==> config.mk <==
export PLATFORM = sky130hd
export DESIGN_NAME = load_store_unit_flat
export DESIGN_NICKNAME = d
export VERILOG_FILES = /design/src/rtl/load_store_unit_pkg.sv /design/src/rtl/load_store_unit_if.sv /design/src/rtl/load_store_unit_data_align.sv /design/src/rtl/load_store_unit.sv /design/src/flat_wrapper.sv
export SDC_FILE = /design/constraint.sdc
export NUM_CORES = 1
export LEC_CHECK = 0
export ABC_AREA = 1
export BUFFER_PORTS_ARGS = -buffer_cell sky130_fd_sc_hd__clkbuf_2
export CAP_MARGIN = 10
export CORE_AREA = 4 4 125 91
export DETAILED_ROUTE_END_ITERATION = 16
export DIE_AREA = 0 0 129 95
export PLACE_DENSITY = 0.85
export RECOVER_POWER = 50
export SLEW_MARGIN = 20
export SYNTH_ARGS = -nofsm -noshare
export SYNTH_HDL_FRONTEND = slang
export SYNTH_SLANG_ARGS = --single-unit
export TNS_END_PERCENT = 1
==> constraint.sdc <==
create_clock -name clk -period 3.1 [get_ports clk]
set_input_delay 0.155 -clock clk [delete_from_list [all_inputs] [get_ports clk]]
set_output_delay 0.155 -clock clk [all_outputs]
set_load 0.05 [all_outputs]
==> src/rtl/load_store_unit_pkg.sv <==
`default_nettype none
// load_store_unit_pkg: load/store opcode, access size and helper functions. Rev 1.0
package load_store_unit_pkg;

  typedef enum logic [2:0] {
    LSU_LB  = 3'd0,
    LSU_LH  = 3'd1,
    LSU_LW  = 3'd2,
    LSU_LBU = 3'd3,
    LSU_LHU = 3'd4,
    LSU_SB  = 3'd5,
    LSU_SH  = 3'd6,
    LSU_SW  = 3'd7
  } lsu_op_t;

  typedef enum logic [1:0] {
    SZ_B = 2'd0,
    SZ_H = 2'd1,
    SZ_W = 2'd2
  } lsu_size_t;

  function automatic logic is_load(lsu_op_t op);
    return (op == LSU_LB) || (op == LSU_LH) || (op == LSU_LW) ||
           (op == LSU_LBU) || (op == LSU_LHU);
  endfunction

  function automatic lsu_size_t op_size(lsu_op_t op);
    case (op)
      LSU_LB, LSU_LBU, LSU_SB: return SZ_B;
      LSU_LH, LSU_LHU, LSU_SH: return SZ_H;
      default:                 return SZ_W;
    endcase
  endfunction

  function automatic logic is_misaligned(lsu_op_t op, logic [1:0] offset);
    case (op_size(op))
      SZ_H:    return offset[0];
      SZ_W:    return offset != 2'b00;
      default: return 1'b0;
    endcase
  endfunction

endpackage
`default_nettype wire

==> src/rtl/load_store_unit_if.sv <==
`default_nettype none
// load_store_unit_if: req/gnt/rvalid data-memory port. Rev 1.0
interface load_store_unit_if;
  logic        mem_req;
  logic        mem_we;
  logic [31:0] mem_addr;
  logic [3:0]  mem_be;
  logic [31:0] mem_wdata;
  logic        mem_gnt;
  logic        mem_rvalid;
  logic [31:0] mem_rdata;

  modport master (
    output mem_req, mem_we, mem_addr, mem_be, mem_wdata,
    input  mem_gnt, mem_rvalid, mem_rdata
  );

  modport slave (
    input  mem_req, mem_we, mem_addr, mem_be, mem_wdata,
    output mem_gnt, mem_rvalid, mem_rdata
  );
endinterface
`default_nettype wire

==> src/rtl/load_store_unit_data_align.sv <==
`default_nettype none
// lsu_data_align: store lane replication/byte enables and load extract/extend. Rev 1.0
module lsu_data_align
  import load_store_unit_pkg::*;
(
  input  lsu_op_t     op,
  input  logic [1:0]  offset,
  input  logic [31:0] store_data,
  input  logic [31:0] rdata,
  output logic [3:0]  be,
  output logic [31:0] wdata,
  output logic [31:0] load_result
);

  logic [31:0] field;

  assign field = rdata >> {offset, 3'b000};

  always_comb begin
    be    = 4'b1111;
    wdata = store_data;
    case (op_size(op))
      SZ_B: begin
        be    = 4'b0001 << offset;
        wdata = {4{store_data[7:0]}};
      end
      SZ_H: begin
        be    = offset[1] ? 4'b1100 : 4'b0011;
        wdata = {2{store_data[15:0]}};
      end
      default: ;
    endcase
  end

  always_comb begin
    load_result = field;
    case (op)
      LSU_LB:  load_result = {{24{field[7]}}, field[7:0]};
      LSU_LBU: load_result = {24'd0, field[7:0]};
      LSU_LH:  load_result = {{16{field[15]}}, field[15:0]};
      LSU_LHU: load_result = {16'd0, field[15:0]};
      default: ;
    endcase
  end

endmodule
`default_nettype wire

==> src/rtl/load_store_unit.sv <==
`default_nettype none
// load_store_unit: RV32I memory-access stage, one load/store per command. Rev 1.0
module load_store_unit
  import load_store_unit_pkg::*;
(
  input  logic                    clk,
  input  logic                    rst_n,
  input  logic                    start,
  input  lsu_op_t                 ls_op,
  input  logic [31:0]             addr,
  input  logic [31:0]             store_data,
  output logic                    busy,
  output logic                    done,
  output logic                    misaligned,
  output logic [31:0]             load_data,
  load_store_unit_if.master       mem
);

  typedef enum logic [1:0] {
    IDLE = 2'd0,
    REQ  = 2'd1,
    WAIT = 2'd2
  } state_t;

  state_t      state, state_d;
  lsu_op_t     op_q, op_d;
  logic [1:0]  off_q, off_d;
  logic        done_d, mis_d, req_d, we_d;
  logic [31:0] load_d, addr_d, wdata_d;
  logic [3:0]  be_d;

  lsu_op_t     al_op;
  logic [1:0]  al_off;
  logic [3:0]  al_be;
  logic [31:0] al_wdata, al_load;

  // In IDLE the aligner prepares lanes for the incoming command; otherwise it
  // works on the latched command to extract the returning read data.
  assign al_op  = (state == IDLE) ? ls_op : op_q;
  assign al_off = (state == IDLE) ? addr[1:0] : off_q;

  lsu_data_align u_align (
    .op          (al_op),
    .offset      (al_off),
    .store_data  (store_data),
    .rdata       (mem.mem_rdata),
    .be          (al_be),
    .wdata       (al_wdata),
    .load_result (al_load)
  );

  assign busy = (state != IDLE);

  always_ff @(posedge clk) begin
    if (!rst_n) begin
      state         <= IDLE;
      op_q          <= LSU_LB;
      off_q         <= 2'b00;
      done          <= 1'b0;
      misaligned    <= 1'b0;
      load_data     <= 32'd0;
      mem.mem_req   <= 1'b0;
      mem.mem_we    <= 1'b0;
      mem.mem_addr  <= 32'd0;
      mem.mem_be    <= 4'd0;
      mem.mem_wdata <= 32'd0;
    end else begin
      state         <= state_d;
      op_q          <= op_d;
      off_q         <= off_d;
      done          <= done_d;
      misaligned    <= mis_d;
      load_data     <= load_d;
      mem.mem_req   <= req_d;
      mem.mem_we    <= we_d;
      mem.mem_addr  <= addr_d;
      mem.mem_be    <= be_d;
      mem.mem_wdata <= wdata_d;
    end
  end

  always_comb begin
    state_d = state;
    op_d    = op_q;
    off_d   = off_q;
    done_d  = 1'b0;
    mis_d   = 1'b0;
    load_d  = load_data;
    req_d   = mem.mem_req;
    we_d    = mem.mem_we;
    addr_d  = mem.mem_addr;
    be_d    = mem.mem_be;
    wdata_d = mem.mem_wdata;
    case (state)
      IDLE: begin
        if (start) begin
          if (is_misaligned(ls_op, addr[1:0])) begin
            done_d = 1'b1;
            mis_d  = 1'b1;
          end else begin
            state_d = REQ;
            op_d    = ls_op;
            off_d   = addr[1:0];
            req_d   = 1'b1;
            we_d    = !is_load(ls_op);
            addr_d  = {addr[31:2], 2'b00};
            be_d    = al_be;
            wdata_d = al_wdata;
          end
        end
      end
      REQ: begin
        if (mem.mem_gnt) begin
          req_d = 1'b0;
          we_d  = 1'b0;
          if (is_load(op_q)) begin
            state_d = WAIT;
          end else begin
            state_d = IDLE;
            done_d  = 1'b1;
          end
        end
      end
      WAIT: begin
        if (mem.mem_rvalid) begin
          state_d = IDLE;
          load_d  = al_load;
          done_d  = 1'b1;
        end
      end
      default: state_d = IDLE;
    endcase
  end

endmodule
`default_nettype wire
==> src/flat_wrapper.sv <==
// flat-port wrapper written by rule: the top's interface ports become plain ports
module load_store_unit_flat import load_store_unit_pkg::*;
  (clk, rst_n, start, ls_op, addr, store_data, busy, done, misaligned, load_data, mem_mem_req, mem_mem_we, mem_mem_addr, mem_mem_be, mem_mem_wdata, mem_mem_gnt, mem_mem_rvalid, mem_mem_rdata);
  load_store_unit_if mem_i ();
  input  logic clk;
  input  logic rst_n;
  input  logic start;
  input  lsu_op_t ls_op;
  input  logic [31:0] addr;
  input  logic [31:0] store_data;
  output logic busy;
  output logic done;
  output logic misaligned;
  output logic [31:0] load_data;
  output wire logic [$bits(mem_i.mem_req)-1:0] mem_mem_req;
  output wire logic [$bits(mem_i.mem_we)-1:0] mem_mem_we;
  output wire logic [$bits(mem_i.mem_addr)-1:0] mem_mem_addr;
  output wire logic [$bits(mem_i.mem_be)-1:0] mem_mem_be;
  output wire logic [$bits(mem_i.mem_wdata)-1:0] mem_mem_wdata;
  input wire logic [$bits(mem_i.mem_gnt)-1:0] mem_mem_gnt;
  input wire logic [$bits(mem_i.mem_rvalid)-1:0] mem_mem_rvalid;
  input wire logic [$bits(mem_i.mem_rdata)-1:0] mem_mem_rdata;
  assign mem_mem_req = mem_i.mem_req;
  assign mem_mem_we = mem_i.mem_we;
  assign mem_mem_addr = mem_i.mem_addr;
  assign mem_mem_be = mem_i.mem_be;
  assign mem_mem_wdata = mem_i.mem_wdata;
  assign mem_i.mem_gnt = mem_mem_gnt;
  assign mem_i.mem_rvalid = mem_mem_rvalid;
  assign mem_i.mem_rdata = mem_mem_rdata;
  load_store_unit u_core (.clk(clk), .rst_n(rst_n), .start(start), .ls_op(ls_op), .addr(addr), .store_data(store_data), .busy(busy), .done(done), .misaligned(misaligned), .load_data(load_data), .mem(mem_i));
endmodule
Yosys cells after proc, flatten, opt, wreduce, memory -nomap -nowiden
Index checks and enable logic that the tools add are counted.
Word-level totals
  bits in registers: 109
  bits of input ports: 104
  logic and storage cells: 96
Cells by class
  equality and inequality tests: 24
  shift operators: 2
  muxes and demuxes: 32
  bitwise operators: 1
  reduce and logical (&&, ||, !) cells: 26
Operators with widths (number)
  32-bit one-hot mux with 4 select lines: 1
  32-bit one-hot mux with 2 select lines: 1
  32-bit by 5-bit right shift with 32-bit output: 1
  3-bit == test, second input constant: 7
  2-bit 2-to-1 mux: 8
  3-bit by 2-bit == test with 1-bit output, second input constant: 5
  1-bit 2-to-1 mux: 12
  3-bit OR reduction: 4
  3-bit by 1-bit == test with 1-bit output, second input constant: 3
  3-bit zero test: 3
  1-bit logical OR: 8
  2-bit != test, second input constant: 4
  2-bit one-hot mux with 2 select lines: 2
  4-bit one-hot mux with 2 select lines: 1
  4-bit AND reduction: 2
  2-bit by 1-bit == test with 1-bit output, second input constant: 3
  1-bit one-hot mux with 2 select lines: 3
  2-bit one-hot mux with 3 select lines: 1
  2-bit nonzero test: 3
  2-bit == test, second input constant: 2
  2-bit zero test: 2
  4-bit 2-to-1 mux: 1
  2-bit AND reduction: 2
  1-bit by 2-bit left shift with 4-bit output, first input constant: 1
  other kinds (5): 5

Longest topological paths before layout
Gate-level depths: netlist of run 1.
  word-level depth: 12
  gate-level depth with buffers: 13
  mapped depth without buffers: 13

Modules after synthesis
From an unflattened synthesis of run 1, not the netlist that was laid out.
Second synthesis, totals
  cell total of the unflattened synthesis: 793
  area, all modules: 5381.4 um2
Modules (own cells, without submodules)
  load_store_unit: instances 1, cells an instance 518, area each 4056.4 um2
  lsu_data_align: instances 1, cells an instance 275, area each 1325.0 um2

Least setup slack after synthesis of run 1
Ideal clock, no wire load.
  path kind: flip-flop to flip-flop
  start point: reg u_core.state[1]
  end point: reg u_core.mem.mem_wdata[18]
  setup time: 0.109 ns
  data arrival time: 1.553 ns
  data required time: 2.991 ns
  slack: 1.438 ns
  stages on the path, launching flop included: 13
  clock period less this slack: 1.662 ns
  cells stage by stage: dfxtp_1 -> inv_2 -> nand2_4 -> nand2_1 -> nand2_2 -> nand2_2 -> nand2_1 -> o211ai_2 -> buf_2 -> nand2_1 -> nand3_1 -> nand2_1 -> inv_1
Between the ends
  longest elaborated chain between the ends: 7
  elaborated cells between the ends (all ways): 15
Ends and longest elaborated chain
  start: declaration: RTL line load_store_unit.sv:25  | state_t state, state_d;
  start signal: assignment: RTL line load_store_unit.sv:68  | state <= state_d;
  2-bit zero test *: RTL line load_store_unit.sv:39, load_store_unit.sv:94
  3-bit 2-to-1 mux: RTL line load_store_unit.sv:39  | assign al_op = (state == IDLE) ? ls_op : op_q;
  3-bit == test (tied with other cells): RTL line load_store_unit_pkg.sv:28  | case (op)
  3-bit OR reduction: RTL line load_store_unit_pkg.sv:28
  2-bit one-hot mux with 2 select lines: RTL line load_store_unit_pkg.sv:28
  2-bit by 1-bit == test with 1-bit output / 2-bit zero test (equally long branches): RTL line load_store_unit_data_align.sv:22  | case (op_size(op))
  32-bit one-hot mux with 2 select lines: RTL line load_store_unit_data_align.sv:22
  end signal: assignment: RTL line load_store_unit.sv:78  | mem.mem_wdata <= wdata_d;
  end: declaration: RTL line load_store_unit_if.sv:14  | output mem_req, mem_we, mem_addr, mem_be, mem_wdata,
Every way passes the cells marked *; elsewhere a longest branch is shown, timed or not.
A chain may end at the register's enable or synchronous reset.

Worst setup path after layout of run 1
  start point: reg u_core.state[0]
  end point: reg u_core.load_data[21]
Between the ends
  longest elaborated chain between the ends: 4
  elaborated cells between the ends (all ways): 11
Ends and longest elaborated chain
  2-bit zero test: RTL line load_store_unit.sv:39, load_store_unit.sv:40
  2-bit 2-to-1 mux / 3-bit 2-to-1 mux (equally long branches): RTL line load_store_unit.sv:40, load_store_unit.sv:39
  32-bit by 5-bit right shift with 32-bit output (tied with other cells): RTL line load_store_unit_data_align.sv:17  | assign field = rdata >> {offset, 3'b000};
  32-bit one-hot mux with 4 select lines: RTL line load_store_unit_data_align.sv:37  | case (op)
  end signal: assignment: RTL line load_store_unit.sv:73  | load_data <= load_d;
  end: declaration: RTL line load_store_unit.sv:15  | output logic [31:0] load_data,
Parallel ways exist; a longest one is shown, timed or not.

==> flow_summary.yaml, run 1 <==
status:
  status: "finished clean"
power:
  p_clk_share_pct: 24.7
  intPower_mw: 2.50
  peakVddDrop_v: 0.000434
  p_sw_mw: 1.82
  swShare_pct: 42.1
  powerDensity_nw_per_um2: 664
  p_leak_nw: 3.17
  pwr-share-seq_pct: 37.9
  comb_power_share_pct: 37.4
synth:
  synth-seq-area-share_pct: 40.9
  yosysTopAreaCellShare_pct: 40.9
  synth.cell_area_sq_um: 5330
  synth_area_leader_cell: "dfxtp_1"
  synth_edf_count: 0
  synth.ff_latch_count: 109
  syn-instance-count: 775
  yosysUniqueCellTypes: 29
  ys_warn_count: 0
  synth-async-reset-ratio_pct: 0
  post-synth-top-count-cell: "nand2_1"
  synth_common_cells: "nand2_1, dfxtp_1, nor2_1"
  syn_avg_cell_area_sq_um: 6.88
  synth_ff_type: "dfxtp_1"
  synth_area_leaders: "dfxtp_1, nand2_1, o21ai_0"
clock_network:
  cts_resized: 0
  root_buffer: "clkbuf_16"
  cts_buffers: 9
  path_clk_slew_ps: 70
  clock_sinks: 109
  cts_htree_levels: 3
  clk_path_buf_depth: 2
  post-cts-setup-buffers: 0
  cts_tree: "done"
  clk_latency_ps: 340
  hold_buffers: 0
route:
  dr.pass1.iters: 5
  routedWlPerCell_microns: 13.6
  routed_wl_mm: 14.8
  detail_route.vias_per_cell: 5.08
  vias: 5526
  ant_nets: 0
  drc: 0
  initialDrtViolationCount: 378
place:
  place_congestion: 0.903
  io_buffers: 206
  dp.cells: 1073
  dp_hpwl_mm: 10.8
timing:
  layout_min_cycle_time_ps: 2490
  tightest_slew_ps: 1060
  fin_skew_ps: 5.01
  fmax_mhz: 401
  period_share_pct: 80.5
  final-max-slew-violation-count: 0
  setup_violations: 0
  fin_tns_setup_ps: 0
  slew_headroom_pct: 29.6
  rsz0062_at_grt: "false"
  hold_violations: 0
global_routing:
  use_met1_pct: 32.9
  grt-ovfl-total: 0
  grt_pass1_wl_mm: 23.4
  grt_start_max_net_pins: 73
  grt_use_met2_pct: 34.8
  grt.total_usage_pct: 23.6
  grt_pass1_vias: 4893
  grt.busiest_layer: "met2"
  grt.met3_usage_pct: 8.65
  antenna_found_initial: 0
floorplanning:
  fp.dieW_microns: 129
  core_sq_um: 10200
  die_h_microns: 95
  num_rows: 31
  die_area_sq_um: 12300
  start_util_pct: 52.5
  ios: 209
worst_setup_path:
  crit_start: "u_core.state[0]"
  rrSetupSlack_ps: 610
  cp_max_fo: 39
  worstPathRequired_ps: 3330
  start_kind: "flip-flop"
  worstSetupPathType: "reg2reg"
  r2r-start: "u_core.state[0]"
  critPathMaxStageDelay_ps: 490
  cp-end-kind: "flip-flop"
  path_cells: "inv_1 -> nand2_1 -> nand2_1 -> nand2_2 -> nand2_1 -> o21ai_0 -> nand2_1 -> nand3_4 -> nand2_4 -> nor2_1 -> nor2_1"
  arrival_ps: 2720
  r2r-end: "u_core.load_data[21]"
  r2r_cells: 11
  crit_top_cell: "nand2_1"
  cp_slowest_cell: "nand2_2"
  endpoint: "u_core.load_data[21]"
cells_and_area:
  drive_gt1_share_pct: 15.9
  nets: 1056
  num-fill-cells: 1000
  stdcell_count: 1088
  diodes: 0
  area_growth_pct: 21.7
flow_run:
  maxCapViolCount: 0
min_path:
  hold_path_class: "in2reg"
[state kept, by name, indices dropped and copies added, names as in the netlist]
| name | cells |
|---|---|
| u_core.op_q | 3 |
| u_core.done | 1 |
| u_core.mem.mem_wdata | 32 |
| u_core.mem.mem_be | 4 |
| u_core.load_data | 32 |
| u_core.misaligned | 1 |
| u_core.mem.mem_we | 1 |
| u_core.mem.mem_req | 1 |
| u_core.off_q | 2 |
| u_core.mem.mem_addr | 30 |
| u_core.state | 2 |
[cell usage in the layout (no fill, tap or decap), types with 3 or more instances in the layout]
cell type / count
nand2_1: 167
dfxtp_1: 109
nor2_1: 106
clkbuf_1: 105
clkbuf_2: 104
o21ai_0: 87
inv_1: 73
nand3_1: 67
a21oi_1: 41
o21a_1: 28
o211ai_1: 13
nand2_2: 10
clkbuf_16: 9
nand2_4: 6
inv_2: 4
buf_4: 3
[power by group through the flow]
stage | sequential [mW] | combinational [mW] | clock [mW]
CTS | 1.63 | 1.64 | 1.10
floorplan | 2.15 | 0.792 | 0
detailed placement | 1.66 | 1.64 | 0
global placement | 1.66 | 1.63 | 0
global route | 1.65 | 1.76 | 1.15
finish | 1.63 | 1.61 | 1.07
[area by class of cell]
type	count	area [sq um]	area share, %
inverter	78	293	4.51
multi-input combinational	542	2610	40.2
clock buffer	12	246	3.80
clock inverter	3	22.5	0.347
timing repair buffer	212	970	14.9
tap	132	165	2.54
sequential	109	2180	33.6
[kinds of logic after synthesis]
| kind of cell | count (synthesis) | share of synthesized area, % |
|---|---|---|
| AOI/OAI and AO/OA | 172 | 18.3 |
| DFF | 109 | 40.9 |
| and+or+nand+nor | 368 | 30.5 |
| buffers and inverters | 125 | 10.2 |
| other | 1 | 0.0703 |
[through the flow]
stage | power [mW] | cell area [sq um] | setup WS, ps | hold slack [ps] | util, %
final | 4.31 | 6490 | 606 | 30.4 | 63.9
after floorplan | 2.94 | 5340 | 1440 | 290 | -
after detailed placement | 3.30 | 6360 | 902 | 380 | 62.6
after global routing | 4.56 | 6490 | 331 | 34.5 | 63.9
after CTS | 4.37 | 6630 | 878 | 21.8 | 65.2
after global placement | 3.28 | 6360 | 998 | 379 | 62.6
[worst max-delay path, delay by kind of cell, from the launching register on]
| kind | cells | cell delay, ps |
|---|---|---|
| DFF | 1 | 430 |
| and+or+nand+nor | 9 | 1720 |
| AOI/OAI and AO/OA | 1 | 120 |
| buffers and inverters | 1 | 120 |
[how the worst min path moves through the flow]
stage	start	end	slack, ps	cells after the start
finish	addr[23]	u_core.mem.mem_addr[23]	30	3
global route	addr[7]	u_core.mem.mem_addr[7]	30	3
CTS	addr[23]	u_core.mem.mem_addr[23]	20	3
detailed placement	addr[23]	u_core.mem.mem_addr[23]	380	3
global placement	addr[2]	u_core.mem.mem_addr[2]	380	3
floorplan	addr[28]	u_core.mem.mem_addr[28]	290	2
[per-layer routing]
layer | wire, microns | share of wire, %
met5 | 0 | 0
met4 | 166 | 1.1
met3 | 1610 | 11
met2 | 6330 | 43
met1 | 6680 | 45
No activity file was read; power rests on OpenSTA's default activity.
==> run 2: changes to the inputs <==
CORE_AREA = 4 4 137 100   (was 4 4 125 91)
DIE_AREA = 0 0 141 104   (was 0 0 129 95)
PLACE_DENSITY = 0.75   (was 0.85)
clock period = 2.1 ns   (was 3.1 ns; I/O delays follow)
==> run 2 against run 1 <==
Global-route usage down 2.1 points. Critical endpoint is now u_core.load_data[23]. First-iteration DRC count up 16%. Critical path type unchanged. Largest power group is now combinational cells. Clock power up 61%. Critical path depth down 2. Count of clock-buffer cells in the layout down 3. Setup slack worse by 380 ps. Sequential power up 48%. Highest routed layer unchanged.
==> flow_summary.yaml, run 2 (same netlist as run 1, synthesis figures left out) <==
status:
  status: "finished clean"
cells_and_area:
  final_cell_mix: "nand2_1, dfxtp_1, nor2_1"
  utilization_pct: 57.6
  top_regs: "u_core.load_data (32), u_core.mem.mem_wdata (32), u_core.mem.mem_addr (30)"
  drive_gt1_share_pct: 16.5
  stdcell_count: 1165
  postLayoutCellArea_sq_um: 7050
  diodes: 0
  num-fill-cells: 1201
  nets: 1102
  final_common_cell: "nand2_1"
  seqCellArea_sq_um: 2180
  area_growth_pct: 32.3
  multiInputGateArea_sq_um: 2620
clock_network:
  cts_tree: "done"
  clk_latency_ps: 350
  cts_buffers: 9
  clock_sinks: 109
  cts_htree_levels: 3
  clk_path_buf_depth: 2
  path_clk_slew_ps: 80
  root_buffer: "clkbuf_16"
floorplanning:
  die_h_microns: 104
  start_util_pct: 43.5
  die_area_sq_um: 14700
  ios: 209
  fp.dieW_microns: 141
  num_rows: 34
  core_sq_um: 12300
route:
  ant_nets: 0
  dr.pass1.iters: 5
  detail_route.vias_per_cell: 4.89
  vias: 5698
  initialDrtViolationCount: 438
  routedWlPerCell_microns: 14.0
  drc: 0
  routed_wl_mm: 16.3
place:
  dp_hpwl_mm: 11.6
  place_area_sq_um: 6500
  dp.cells: 1110
  place_congestion: 0.913
  pre_cts_ws_ps: 255
  io_buffers: 206
worst_setup_path:
  cp_max_fo: 20
  arrival_ps: 2110
  start_kind: "flip-flop"
  r2r-start: "u_core.state[1]"
  worstSetupPathType: "reg2reg"
  worstPathRequired_ps: 2340
  crit_start: "u_core.state[1]"
  cp-end-kind: "flip-flop"
timing:
  rsz0062_at_grt: "false"
  tightest_slew_ps: 665
  fin_tns_setup_ps: 0
  slew_headroom_pct: 55.8
  fin_skew_ps: 10.0
  hold_violations: 0
  period_share_pct: 89.1
  fin_hold_ws_ps: 18.3
  final-max-slew-violation-count: 0
  fmax_mhz: 534
  setup_violations: 0
  layout_min_cycle_time_ps: 1870
  setup_ws_ps: 229
global_routing:
  grt_pass1_vias: 5290
  antenna_found_initial: 0
  grt_pass1_wl_mm: 26.5
  grt.total_usage_pct: 21.5
  grt_start_max_net_pins: 63
  grt-ovfl-total: 0
min_path:
  min_from: "store_data[8]"
  hold_path_class: "in2reg"
power:
  peakVddDrop_v: 0.000480
  p_leak_nw: 3.40
  finalPower_mw: 6.65
  powerDensity_nw_per_um2: 943
flow_run:
  maxCapViolCount: 0
run 2: changes by cell type in the layout (fill, tap and decap cells not counted), moves of 2 or more:
cell / before / now
buf_12: 2 / 5
buf_4: 3 / 7
clkbuf_1: 105 / 102
clkinv_8: 0 / 2
dlygate4sd3_1: 0 / 39
inv_6: 0 / 3
run 2: path summary, 6_finish.rpt:
kind / endpoint / slack (ps) / depth (start not counted)
max: u_core.load_data[23] / 230 / 9
min: u_core.mem.mem_wdata[8] / 20 / 3
max reg2reg: u_core.load_data[23] / 230 / 9
min reg2reg: u_core.mem.mem_req / 470 / 2
run 2: power by group:
group | leakage [nW] | total (mW) | switching [mW] | internal [mW]
registers | 0.895 | 2.41 | 0.122 | 2.29
clock network | 0.148 | 1.72 | 0.870 | 0.851
logic | 2.36 | 2.52 | 1.86 | 0.657
run 2: routing by layer:
metal / GRT usage (%) / routed length, microns / up-vias
li1: - / - / 2937
met1: 31.0 / 7770 / 2532
met2: 32.5 / 6960 / 219
met3: 5.84 / 1470 / 10
met4: 3.87 / 123 / 0
met5: 0 / 0 / -
run 2: what timing repair did:
item | 4_1_cts | 5_1_grt
gates resized for setup | 0 | 0
buffers inserted | 0 | 0
hold buffers | 39 | 0
hold endpoints to repair | 39 | 0
run 2: layout make-up:
| class | instances | area share, % |
|---|---|---|
| repair buffers | 258 | 20.6 |
| clock buffers | 9 | 3.19 |
| clock inverters | 7 | 1.12 |
| multi-input cells | 542 | 37.1 |
| inverters | 78 | 4.15 |
| well taps | 162 | 2.87 |
| flip-flops and latches | 109 | 30.9 |
run 2: worst max-delay path: stages (launching register included):
cell     delay [ps]
dfxtp_1         380
nor2_4          250
nand2_1          80
o21ai_1         130
buf_4           290
nand2_1         140
nand3_4         190
nand2_4         120
nor2_1          130
nor2_1           50
==> run 3: changes to the inputs <==
--- a/config.mk
+++ b/config.mk
@@ -12,4 +12,5 @@
 export DETAILED_ROUTE_END_ITERATION = 16
 export DIE_AREA = 0 0 141 104
+export MAX_ROUTING_LAYER = met4
 export PLACE_DENSITY = 0.75
 export RECOVER_POWER = 50
==> constraint.sdc (replaced) <==
create_clock -name clk -period 2.1 [get_ports clk]
set_input_delay 0.105 -clock clk [delete_from_list [all_inputs] [get_ports clk]]
set_output_delay 0.105 -clock clk [all_outputs]
set_load 0.1 [all_outputs]
==> run 3 against run 2 <==
Total power up 12%. Wire length about the same. Combinational power up 32%. Highest routed layer unchanged.
==> flow_summary.yaml, run 3 (same netlist as run 1, synthesis figures left out) <==
timing:
  fmax_mhz: 533
  hold_violations: 0
  rsz0062_at_grt: "false"
  period_share_pct: 89.3
  layout_min_cycle_time_ps: 1880
  final-max-slew-violation-count: 0
  slew_headroom_pct: 18.0
  tightest_slew_ps: 1240
  setup_violations: 0
  fin_hold_ws_ps: 20.4
  fin_skew_ps: 10.7
  fin_tns_setup_ps: 0
route:
  detail_route.vias_per_cell: 4.91
  routedWlPerCell_microns: 14.0
  dr.pass1.iters: 5
  drc: 0
  ant_nets: 0
  vias: 5718
  initialDrtViolationCount: 460
  routed_wl_mm: 16.3
global_routing:
  antenna_found_initial: 0
  grt-ovfl-total: 0
  grt.total_usage_pct: 22.2
  grt.busiest_layer: "met2"
  grt_pass1_wl_mm: 26.4
  grt_start_max_net_pins: 63
  grt.met3_usage_pct: 5.06
  use_met1_pct: 31.6
  grt_pass1_vias: 5294
  grt_use_met2_pct: 32.4
place:
  place_area_sq_um: 6500
  io_buffers: 206
  dp_hpwl_mm: 11.6
  place_congestion: 0.929
cells_and_area:
  postLayoutCellArea_sq_um: 7050
  seqCellArea_sq_um: 2180
  final_common_cell: "nand2_1"
  drive_gt1_share_pct: 16.5
  final_cell_mix: "nand2_1, dfxtp_1, nor2_1"
  diodes: 0
  nets: 1102
  num-fill-cells: 1201
  area_growth_pct: 32.3
  multiInputGateArea_sq_um: 2620
  top_regs: "u_core.load_data (32), u_core.mem.mem_wdata (32), u_core.mem.mem_addr (30)"
floorplanning:
  die_h_microns: 104
  die_area_sq_um: 14700
  ios: 209
  num_rows: 34
  core_sq_um: 12300
  fp.dieW_microns: 141
  start_util_pct: 43.5
min_path:
  min_path_cells: 3
  hold_path_end: "u_core.misaligned"
  min_from: "start"
  hold_path_class: "in2reg"
power:
  powerDensity_nw_per_um2: 1060
  p_leak_nw: 3.40
  peakVddDrop_v: 0.000576
worst_setup_path:
  cp-end-kind: "flip-flop"
  start_kind: "flip-flop"
  r2r_cells: 9
  critPathMaxStageDelay_ps: 380
  crit_start: "u_core.state[1]"
  cp_max_fo: 20
  r2r-start: "u_core.state[1]"
  worstPathBufferInverterCount: 1
  path_depth: 9
  cpLargestDelayFamily: "simple AND/OR/NAND/NOR gates"
  r2r-end: "u_core.load_data[23]"
  arrival_ps: 2120
  worstPathRequired_ps: 2340
  worstSetupPathType: "reg2reg"
  path_cells: "nor2_4 -> nand2_1 -> o21ai_1 -> buf_4 -> nand2_1 -> nand3_4 -> nand2_4 -> nor2_1 -> nor2_1"
  cp_slowest_cell: "dfxtp_1"
  rrSetupSlack_ps: 220
clock_network:
  cts_tree: "done"
  clock_sinks: 109
  cts_buffers: 9
  root_buffer: "clkbuf_16"
  cts_htree_levels: 3
  post-cts-setup-buffers: 0
  hold_buffers: 39
  cts_resized: 0
  path_clk_slew_ps: 80
  clk_latency_ps: 350
  clk_path_buf_depth: 2
status:
  status: "finished clean"
flow_run:
  maxCapViolCount: 0
==> run 3: cell counts in the layout (fill, tap and decap cells not counted) <==
Identical to the previous run, type by type.
==> run 3: worst max path at each step <==
| stage | endpoint | slack, ps |
|---|---|---|
| after floorplan | u_core.mem.mem_wdata[18] | 320 |
| after global routing | u_core.load_data[22] | 50 |
| after CTS | u_core.load_data[23] | 240 |
| after detailed placement | u_core.mem.mem_wdata[15] | 260 |
| after global placement | u_core.mem.mem_wdata[31] | 300 |
| final | u_core.load_data[23] | 220 |
==> run 3: worst min-delay path: stages <==
cell      delay (ps)
clkbuf_2         100
nand2_1           90
nor2_1            40
==> run 3: through the flow <==
step                      worst slack, ps  utilization, %  std cells  power, mW
after floorplan                       315               -        776       5.15
after CTS                             243            58.7       1165       7.56
after detailed placement              255            53.1       1110       5.77
after global routing                 48.1            57.6       1165       7.82
final                                 224            57.6       1165       7.45
after global placement                295            53.1       1110       5.75
==> run 3: power by group <==
part	leakage, nW	internal (mW)	switching [mW]
logic	2.36	0.654	2.67
clock network	0.148	0.851	0.864
registers	0.895	2.29	0.122
total	3.40	3.80	3.66
==> run 3: layer usage <==
metal / vias up / part of all wire, %
met5: - / 0
met4: 0 / 0.75
met3: 10 / 8.2
met2: 235 / 43
met1: 2541 / 48
li1: 2932 / -
==> run 3: final cells by class <==
| cell class | instances | area share [%] |
|---|---|---|
| Multi-Input combinational cell | 542 | 37.1 |
| Sequential cell | 109 | 30.9 |
| Timing Repair Buffer | 258 | 20.6 |
| Inverter | 78 | 4.15 |
| Clock buffer | 9 | 3.19 |
| Tap cell | 162 | 2.87 |
| Clock inverter | 7 | 1.12 |
